<file path="src/rtl/arb_pkg.sv">
// Shared types and helpers for the arbiter grant path.
// Grant decoding is priority-free so a multi-hot grant never silently picks a winner.
package arb_pkg;

  localparam int N_REQ_DEFAULT = 8;
  localparam int IDX_W         = $clog2(N_REQ_DEFAULT);

  // Helpers operate on a fixed wide vector; callers zero-extend their grant.
  localparam int MAX_REQ   = 64;
  localparam int MAX_IDX_W = $clog2(MAX_REQ);

  typedef enum logic [1:0] {
    GNT_ZERO  = 2'd0,
    GNT_LEGAL = 2'd1,
    GNT_MULTI = 2'd2
  } gnt_class_e;

  // OR-reduction encoder: exact only for one-hot inputs.
  function automatic logic [MAX_IDX_W-1:0] onehot_to_idx(input logic [MAX_REQ-1:0] vec);
    logic [MAX_IDX_W-1:0] idx;
    idx = '0;
    for (int i = 0; i < MAX_REQ; i++) begin
      if (vec[i]) idx = idx | MAX_IDX_W'(i);
    end
    return idx;
  endfunction

  function automatic logic is_onehot(input logic [MAX_REQ-1:0] vec);
    return (vec != '0) && ((vec & (vec - MAX_REQ'(1))) == '0);
  endfunction

endpackage

</file>
<file path="src/rtl/arb_out_fifo.sv">
// Register-based synchronous FIFO feeding the shared sink.
// Push when full and pop when empty are ignored; storage is cleared on reset.
module arb_out_fifo
  import arb_pkg::*;
#(
  parameter int WIDTH = 8,
  parameter int DEPTH = 4
) (
  input  logic                     clk,
  input  logic                     rst,
  input  logic                     push,
  input  logic [WIDTH-1:0]         wdata,
  input  logic                     pop,
  output logic [WIDTH-1:0]         rdata,
  output logic                     full,
  output logic                     empty,
  output logic [$clog2(DEPTH):0]   count
);

  localparam int PTR_W = $clog2(DEPTH);
  localparam int CW    = $clog2(DEPTH) + 1;

  logic [WIDTH-1:0] mem [DEPTH];
  logic [PTR_W-1:0] wr_ptr;
  logic [PTR_W-1:0] rd_ptr;
  logic             do_push;
  logic             do_pop;

  function automatic logic [PTR_W-1:0] ptr_inc(input logic [PTR_W-1:0] p);
    return (p == PTR_W'(DEPTH - 1)) ? '0 : p + PTR_W'(1);
  endfunction

  assign full    = (count == CW'(DEPTH));
  assign empty   = (count == '0);
  assign do_push = push & ~full;
  assign do_pop  = pop & ~empty;
  assign rdata   = mem[rd_ptr];

  always_ff @(posedge clk or posedge rst) begin
    if (rst) begin
      wr_ptr <= '0;
      rd_ptr <= '0;
      count  <= '0;
      for (int i = 0; i < DEPTH; i++) mem[i] <= '0;
    end else begin
      if (do_push) begin
        mem[wr_ptr] <= wdata;
        wr_ptr      <= ptr_inc(wr_ptr);
      end
      if (do_pop) rd_ptr <= ptr_inc(rd_ptr);
      case ({do_push, do_pop})
        2'b10:   count <= count + CW'(1);
        2'b01:   count <= count - CW'(1);
        default: count <= count;
      endcase
    end
  end

endmodule

</file>
<file path="src/rtl/arb_grant_mux.sv">
// Downstream of the rotating-priority arbiter: muxes the granted word into the
// output FIFO, acknowledges the requester, and flags stalls and illegal grants.
module arb_grant_mux
  import arb_pkg::*;
#(
  parameter int N_REQ  = N_REQ_DEFAULT,
  parameter int DATA_W = 32,
  parameter int DEPTH  = 4,
  parameter int CNT_W  = 16
) (
  input  logic                      clk,
  input  logic                      rst,
  input  logic [N_REQ-1:0]          gnt,
  input  logic [N_REQ*DATA_W-1:0]   req_data,
  output logic [N_REQ-1:0]          ack,
  output logic                      stall,
  output logic                      out_valid,
  input  logic                      out_ready,
  output logic [DATA_W-1:0]         out_data,
  output logic [$clog2(N_REQ)-1:0]  out_src,
  output logic                      err_multi,
  output logic [CNT_W-1:0]          rej_cnt
);

  localparam int SRC_W = $clog2(N_REQ);
  localparam int CW    = $clog2(DEPTH) + 1;
  localparam int FW    = SRC_W + DATA_W;

  logic [MAX_REQ-1:0]   gnt_ext;
  logic [MAX_IDX_W-1:0] idx_full;
  gnt_class_e           gnt_class;
  logic [SRC_W-1:0]     src_sel;
  logic [DATA_W-1:0]    data_sel;
  logic                 accept;
  logic                 reject_full;
  logic                 pop;
  logic                 fifo_full;
  logic                 fifo_empty;
  logic [CW-1:0]        fifo_count;
  logic [CW-1:0]        count_nxt;
  logic [FW-1:0]        fifo_rdata;

  always_comb begin
    gnt_ext             = '0;
    gnt_ext[N_REQ-1:0]  = gnt;
  end

  always_comb begin
    gnt_class = GNT_ZERO;
    if (gnt_ext == '0)          gnt_class = GNT_ZERO;
    else if (is_onehot(gnt_ext)) gnt_class = GNT_LEGAL;
    else                        gnt_class = GNT_MULTI;
  end

  assign idx_full = onehot_to_idx(gnt_ext);
  assign src_sel  = idx_full[SRC_W-1:0];

  // AND-OR mux; only meaningful for a legal grant, which is all we ever push.
  always_comb begin
    data_sel = '0;
    for (int i = 0; i < N_REQ; i++) begin
      if (gnt[i]) data_sel = data_sel | req_data[i*DATA_W +: DATA_W];
    end
  end

  // Full is the registered count, so a same-cycle pop never frees room for a push.
  assign accept      = (gnt_class == GNT_LEGAL) & ~fifo_full & ~rst;
  assign reject_full = (gnt_class == GNT_LEGAL) & fifo_full;
  assign ack         = accept ? gnt : '0;
  assign pop         = ~fifo_empty & out_ready;

  arb_out_fifo #(
    .WIDTH (FW),
    .DEPTH (DEPTH)
  ) u_fifo (
    .clk   (clk),
    .rst   (rst),
    .push  (accept),
    .wdata ({src_sel, data_sel}),
    .pop   (pop),
    .rdata (fifo_rdata),
    .full  (fifo_full),
    .empty (fifo_empty),
    .count (fifo_count)
  );

  assign out_valid = ~fifo_empty;
  assign out_src   = fifo_rdata[FW-1 -: SRC_W];
  assign out_data  = fifo_rdata[DATA_W-1:0];

  always_comb begin
    count_nxt = fifo_count;
    if (accept) count_nxt = count_nxt + CW'(1);
    if (pop)    count_nxt = count_nxt - CW'(1);
  end

  always_ff @(posedge clk or posedge rst) begin
    if (rst) begin
      stall     <= 1'b0;
      err_multi <= 1'b0;
      rej_cnt   <= '0;
    end else begin
      stall <= (count_nxt == CW'(DEPTH));
      if (gnt_class == GNT_MULTI) err_multi <= 1'b1;
      if (reject_full && (rej_cnt != '1)) rej_cnt <= rej_cnt + CNT_W'(1);
    end
  end

endmodule
</file>
<file path="config.mk">
export PLATFORM = sky130hd
export DESIGN_NAME = arb_grant_mux
export DESIGN_NICKNAME = d
export VERILOG_FILES = /design/src/rtl/arb_pkg.sv /design/src/rtl/arb_out_fifo.sv /design/src/rtl/arb_grant_mux.sv
export SDC_FILE = /design/constraint.sdc
export NUM_CORES = 1
export LEC_CHECK = 0
export ABC_AREA = 0
export CORE_ASPECT_RATIO = 0.9
export CORE_MARGIN = 4
export CORE_UTILIZATION = 50
export CTS_BUF_LIST = sky130_fd_sc_hd__clkbuf_4
export DETAILED_ROUTE_END_ITERATION = 10
export PLACE_DENSITY = 0.93
export SYNTH_ARGS = -nofsm -noshare
export SYNTH_HDL_FRONTEND = slang
export SYNTH_SLANG_ARGS = --single-unit
</file>
<file path="constraint.sdc">
create_clock -name clk -period 27.4 [get_ports clk]
set_clock_uncertainty 0.15 [all_clocks]
set_input_delay 5.48 -clock clk [delete_from_list [all_inputs] [get_ports clk]]
set_output_delay 5.48 -clock clk [all_outputs]
set_load 0.005 [all_outputs]
</file>
# [Word-level counts from Yosys, hierarchy flattened]
# Cells that the tools add are included.
[totals] reg_bits=165 out_inout_bits=62
[classes] n_addsub=7 magnitude_cmp=3 eq_ne=9 muxes=29 n_bitwise=19 n_reduce_logical=8
[op_table] operator="32-bit two-way mux" count=8
[op_table] operator="32-bit OR" count=7
[op_table] operator="140-bit bitwise mux" count=1
[op_table] operator="64-bit logical NOT" count=2
[op_table] operator="35-bit two-way mux" count=3
[op_table] operator="35-bit binary-select mux with 2-bit select" count=1
[op_table] operator="35-bit demux with 2-bit select" count=1
[op_table] operator="8-bit by 64-bit AND with 64-bit output" count=1
[op_table] operator="64-bit nonzero test" count=1
[op_table] operator="3-bit two-way mux" count=6
[op_table] operator="16-bit by 1-bit adder with 16-bit output (second input constant)" count=1
[op_table] operator="16-bit inequality test (second input constant)" count=1
[op_table] operator="2-bit two-way mux" count=6
[op_table] operator="8-bit by 1-bit subtractor with 9-bit output (second input constant)" count=1
[op_table] operator="2-bit equality test (second input constant)" count=4
[op_table] operator="8-bit two-way mux" count=1
[op_table] operator="1-bit AND" count=6
[op_table] operator="3-bit equality test (second input constant)" count=2
[op_table] operator="3-bit >= comparator (second input constant)" count=2
[op_table] operator="2-bit NOT with 3-bit output" count=2
[op_table] operator="3-bit one-hot mux with 2 select lines" count=1
[op_table] operator="3-bit by 1-bit subtractor with 3-bit output (second input constant)" count=2
[op_table] operator="2-bit by 1-bit adder with 2-bit output (second input constant)" count=2
[op_table] operator="2-bit by 1-bit equality test with 1-bit output (second input constant)" count=2
[op_table] operator="7 further kinds" count=11

# [Depth between registers and ports, before layout]
[depth] depth_word=16 mapped_depth=14

# [By module]
# A second synthesis with hierarchy kept.
[unflattened] cells_unflattened=682 hier_area_um2=8906.0
[by_module_without_submodules] mod="arb_out_fifo" n_inst=1 cells_each=379 area_each_um2=6517.5
[by_module_without_submodules] mod="arb_grant_mux" n_inst=1 cells_each=303 area_each_um2=2388.5

# [Least setup slack after synthesis]
# OpenSTA, ideal clock, no wires.
[synth_timing] path_kind="input to output" start="input port rst" end="output port ack[0]" t_arrival_ns=10.723 t_required_ns=21.770 path_slack_ns=11.047 stages=5 n_path_buf=1 path_cell_list="inv_1 nand2_1 a21oi_1 buf_2 and2_1"
[synth_between] elab_chain_len=3
[synth_lines] item="start: declaration" line_no="arb_grant_mux.sv:12" text="input logic rst,"
[synth_lines] item="1-bit NOT" line_no="arb_grant_mux.sv:67" text="assign accept = (gnt_class == GNT_LEGAL) & ~fifo_full & ~rst;"
[synth_lines] item="1-bit AND" line_no="arb_grant_mux.sv:67"
[synth_lines] item="8-bit two-way mux" line_no="arb_grant_mux.sv:69" text="assign ack = accept ? gnt : '0;"
[synth_lines] item="end: declaration" line_no="arb_grant_mux.sv:15" text="output logic [N_REQ-1:0] ack,"
# No other way between the ends.

# [Final worst setup path]
[layout_timing] start="input port gnt[3]" end="output port ack[7]"
[layout_between] elab_chain_len=10 word_cells_on_any_way=12
[layout_lines] item="start: declaration" line_no="arb_grant_mux.sv:13" text="input logic [N_REQ-1:0] gnt,"
[layout_lines] item="8-bit by 1-bit subtractor with 9-bit output" line_no="arb_pkg.sv:29" text="return (vec != '0) && ((vec & (vec - MAX_REQ'(1))) == '0);"
[layout_lines] item="8-bit by 64-bit AND with 64-bit output" line_no="arb_pkg.sv:29"
[layout_lines] item="64-bit logical NOT" line_no="arb_pkg.sv:29"
[layout_lines] item="1-bit logical AND" line_no="arb_pkg.sv:29"
[layout_lines] item="2-bit two-way mux" line_no="arb_grant_mux.sv:51" text="else if (is_onehot(gnt_ext)) gnt_class = GNT_LEGAL;"
[layout_lines] item="2-bit two-way mux *" line_no="arb_grant_mux.sv:50" text="if (gnt_ext == '0) gnt_class = GNT_ZERO;"
[layout_lines] item="2-bit by 1-bit equality test with 1-bit output *" line_no="arb_grant_mux.sv:67"
[layout_lines] item="1-bit AND * (2 in a row)" line_no="arb_grant_mux.sv:67"
[layout_lines] item="8-bit two-way mux *" line_no="arb_grant_mux.sv:69"
# Mark *: on every way between the ends. The rest lies on a longest branch, timed or not.

==> implementation parameters <==
Parameter                              Value

Outcome
  Status    finished clean

Clock tree
  Resized Gates After CTS    0
  TritonCTS clock tree    done
  Root buffer selected by CTS    sky130_fd_sc_hd__clkbuf_4
  Clock-pin slew on the worst setup and hold paths    0.14 ns
  Number of buffers created by CTS    17
  Largest buffer count on any clock path    2
  Clk sink count    165
  # H-tree levels    4
  Post-CTS repair timing setup buffer count    0
  Clock insertion delay at the later pin of the skew report    0.55 ns
  Number of buffers inserted by hold repair at cts    0

Route
  DRC marker count from the first detailed-route iteration    549
  Routed via count    7,607
  Post-detailed-route via-to-cell ratio    6.04
  First-pass iteration count of the detailed router    6
  Wirelength per Cell    23.3 um
  Post-detailed-route count of antenna-violating nets    0
  Total DRC errors in the routed layout    0
  Post-Route WL    29,400 um

Floorplanning
  Floorplan Core Area    17,700 um2
  Die height    135 um
  Area of the die    20,200 um2
  Starting density of the core    51.0%
  Width of the die    150 um
  Num rows    46
  IO Count    329

Timing
  Worst Tran Pin Value    0.979 ns
  Min cycle time layout    14.04 ns
  Relative max-transition margin    34.7%
  Slew Limit Fails    0
  Maximum clock frequency    0.0712 GHz
  Unrepaired setup endpoints after global routing    false
  Count of final setup violators    0
  Total Neg Setup Slack    0 ns
  Number of endpoints with negative hold slack in the final report    0
  Period Utilization, post-route    51.3%

GRT
  Number of antenna violations at the first check in global routing    1
  Routing usage on met2    47.3%
  First-pass GRT wire length    43,300 um
  Via count of the first global-routing pass    8,198
  Overall Global Routing Usage    27.9%
  Grt ovf    0
  Largest net degree at the start of global routing    95
  Most Used Layer, Global Route    met2
  Met3 usage    9.80%
  Met1 global-route usage    32.8%

Yosys
  Synthesized netlist cell count    705
  Most common cell in the synthesized netlist    sky130_fd_sc_hd__dfrtp_1
  Leading cell types by total area after synthesis    sky130_fd_sc_hd__dfrtp_1, sky130_fd_sc_hd__mux2_2, sky130_fd_sc_hd__a22oi_1, sky130_fd_sc_hd__mux4_2, sky130_fd_sc_hd__nand4_1
  Number of synthesized flops with an enable pin    0
  Net count of the mapped netlist    983
  Post-Synthesis Cell Area    9010 um2
  Post-synthesis sequential area ratio    45.8%
  Commonest cells post-synth    sky130_fd_sc_hd__dfrtp_1, sky130_fd_sc_hd__mux2_2, sky130_fd_sc_hd__a22oi_1, sky130_fd_sc_hd__nand4_1, sky130_fd_sc_hd__mux4_2
  Async set-or-reset flop fraction in the synthesized netlist    100%
  Flop and latch count out of synthesis    165
  Flip-flop cell with the highest count after synthesis    sky130_fd_sc_hd__dfrtp_1
  Synth area leader    sky130_fd_sc_hd__dfrtp_1
  Area share of the leading cell type in the synthesized netlist    45.8%
  Cell variety after synth    40
  YS warnings    0
  Post-synthesis average cell area    12.8 um2

Power and ir drop
  Sequential power share    42.1%
  Worst VDD drop    0.0409 mV
  Switching pwr    0.284 mW
  Internal power contribution    0.624 mW
  Combinational group share of total power    41.0%
  Leakage power total    5.34 nW
  Clk network pwr share    16.9%
  Fraction of power spent switching nets    31.3%
  Pwr dens    71.5 nW/um2

Setup path
  Critical-path maximum fanout    38
  Largest stage delay on the critical path    0.68 ns
  Buffering stage count on the worst path with inverters included    3
  R2R Path Start    u_fifo.count[0]
  R2R depth    13
  Cell family contributing the most delay on the critical path    simple AND/OR/NAND/NOR gates
  Critical path endpoint category    output port
  R2R Setup Slk    24.31 ns
  Startpoint type of the worst setup path    primary input
  R2r endpoint    stall
  Critical path's slowest cell    sky130_fd_sc_hd__or4_4
  Required arrival time at the worst endpoint    21.77 ns
  Critical-path cell list    buf_2 -> or4_4 -> a221oi_2 -> nand2_2 -> a21oi_1 -> buf_4 -> and2_1 -> clkdlybuf4s50_1
  Data arrival time of the critical path    8.41 ns
  Crit Path Class    primary input to output port

Min path
  Worst Hold Class    register to register
  Min-Delay Endpoint    err_multi
  Hold path startpoint    err_multi
  Hold Path Cell Cnt    1

Placement
  Number of port buffers    328
  Placed Cells    1,227
  Final HPWL from detailed placement    20,500 um
  GP Congestion    0.867

Job
  Maximum capacitance violations    0

Layout
  Fraction of layout instances using a drive strength above 1    23.7%
  Number of standard cells in the final layout excluding fillers    1,260
  # nets final    1,284
  Area growth, synth to finish    40.8%
-- stage by stage --
step | hold slack [ns] | setup WS, ns | cell area, um2 | power [mW] | utilization [%]
final | 0.341 | 13.36 | 12700 | 0.908 | 71.8
after global routing | 0.370 | 13.21 | 12700 | 0.957 | 71.8
after CTS | 0.344 | 13.38 | 12700 | 0.913 | 71.8
after detailed placement | 0.313 | 13.38 | 12400 | 0.760 | 70.1
after global placement | 0.309 | 13.46 | 12400 | 0.742 | 70.1
after floorplan | 0.302 | 11.05 | 9010 | 0.573 | -
-- cell type report --
type,instances,area [um2]
flip-flops and latches,165,4130
inverters,15,61.3
repair buffers,341,3340
diodes,1,2.50
clock inverters,15,180
clock buffers,17,128
well taps,240,300
multi-input cells,466,4550
fillers,1195,4980
-- metal layers --
layer | up-vias | wire length [um]
li1 | 3364 | -
met1 | 3793 | 11100
met2 | 384 | 14700
met3 | 66 | 2710
met4 | 0 | 873
met5 | - | 0
-- power groups by stage --
stage	clock, mW	sequential, mW	combinational [mW]
final	0.153	0.383	0.372
after global routing	0.166	0.392	0.399
after CTS	0.156	0.382	0.375
after detailed placement	0	0.387	0.373
after global placement	0	0.380	0.361
after floorplan	0	0.354	0.219
-- worst max path at each step --
stage	start	to	slack (ns)	depth (start not counted)
floorplan	rst	ack[0]	11.05	5
global placement	gnt[3]	ack[0]	13.46	8
detailed placement	gnt[3]	ack[7]	13.38	8
CTS	gnt[3]	ack[7]	13.38	8
global route	gnt[3]	ack[3]	13.21	8
finish	gnt[3]	ack[7]	13.36	8
-- layout by cell type (no fill, tap or decap), types with 11 or more instances in the layout --
cell type	count
sky130_fd_sc_hd__buf_4	13
sky130_fd_sc_hd__clkbuf_4	17
sky130_fd_sc_hd__nand2_1	14
sky130_fd_sc_hd__a22oi_1	128
sky130_fd_sc_hd__xor2_1	15
sky130_fd_sc_hd__mux4_2	35
sky130_fd_sc_hd__clkdlybuf4s50_1	320
sky130_fd_sc_hd__ha_1	11
sky130_fd_sc_hd__nand4_1	36
sky130_fd_sc_hd__inv_1	14
sky130_fd_sc_hd__dfrtp_1	163
sky130_fd_sc_hd__mux2_2	137
-- registers in the layout, indices dropped and copies added (netlist names) --
register and flops:
rej_cnt 16, u_fifo.wr_ptr 2, u_fifo.count 3, stall 1, u_fifo.mem 140, err_multi 1
u_fifo.rd_ptr 2
-- cell families (layout without fill, tap and decap cells) --
| logic type | count (synthesis) | in the layout | synth area share (%) |
|---|---|---|---|
| muxes | 182 | 182 | 27.1 |
| AOI/OAI and AO/OA | 163 | 163 | 14.3 |
| xor gates and xnor gates | 21 | 21 | 2.04 |
| adders and majority gates | 11 | 11 | 1.53 |
| and+or+nand+nor | 89 | 89 | 5.39 |
| DFF | 165 | 165 | 45.8 |
| other | 0 | 1 | 0 |
| buffers and inverters | 74 | 388 | 3.89 |
(Power assumes the default switching activity.)
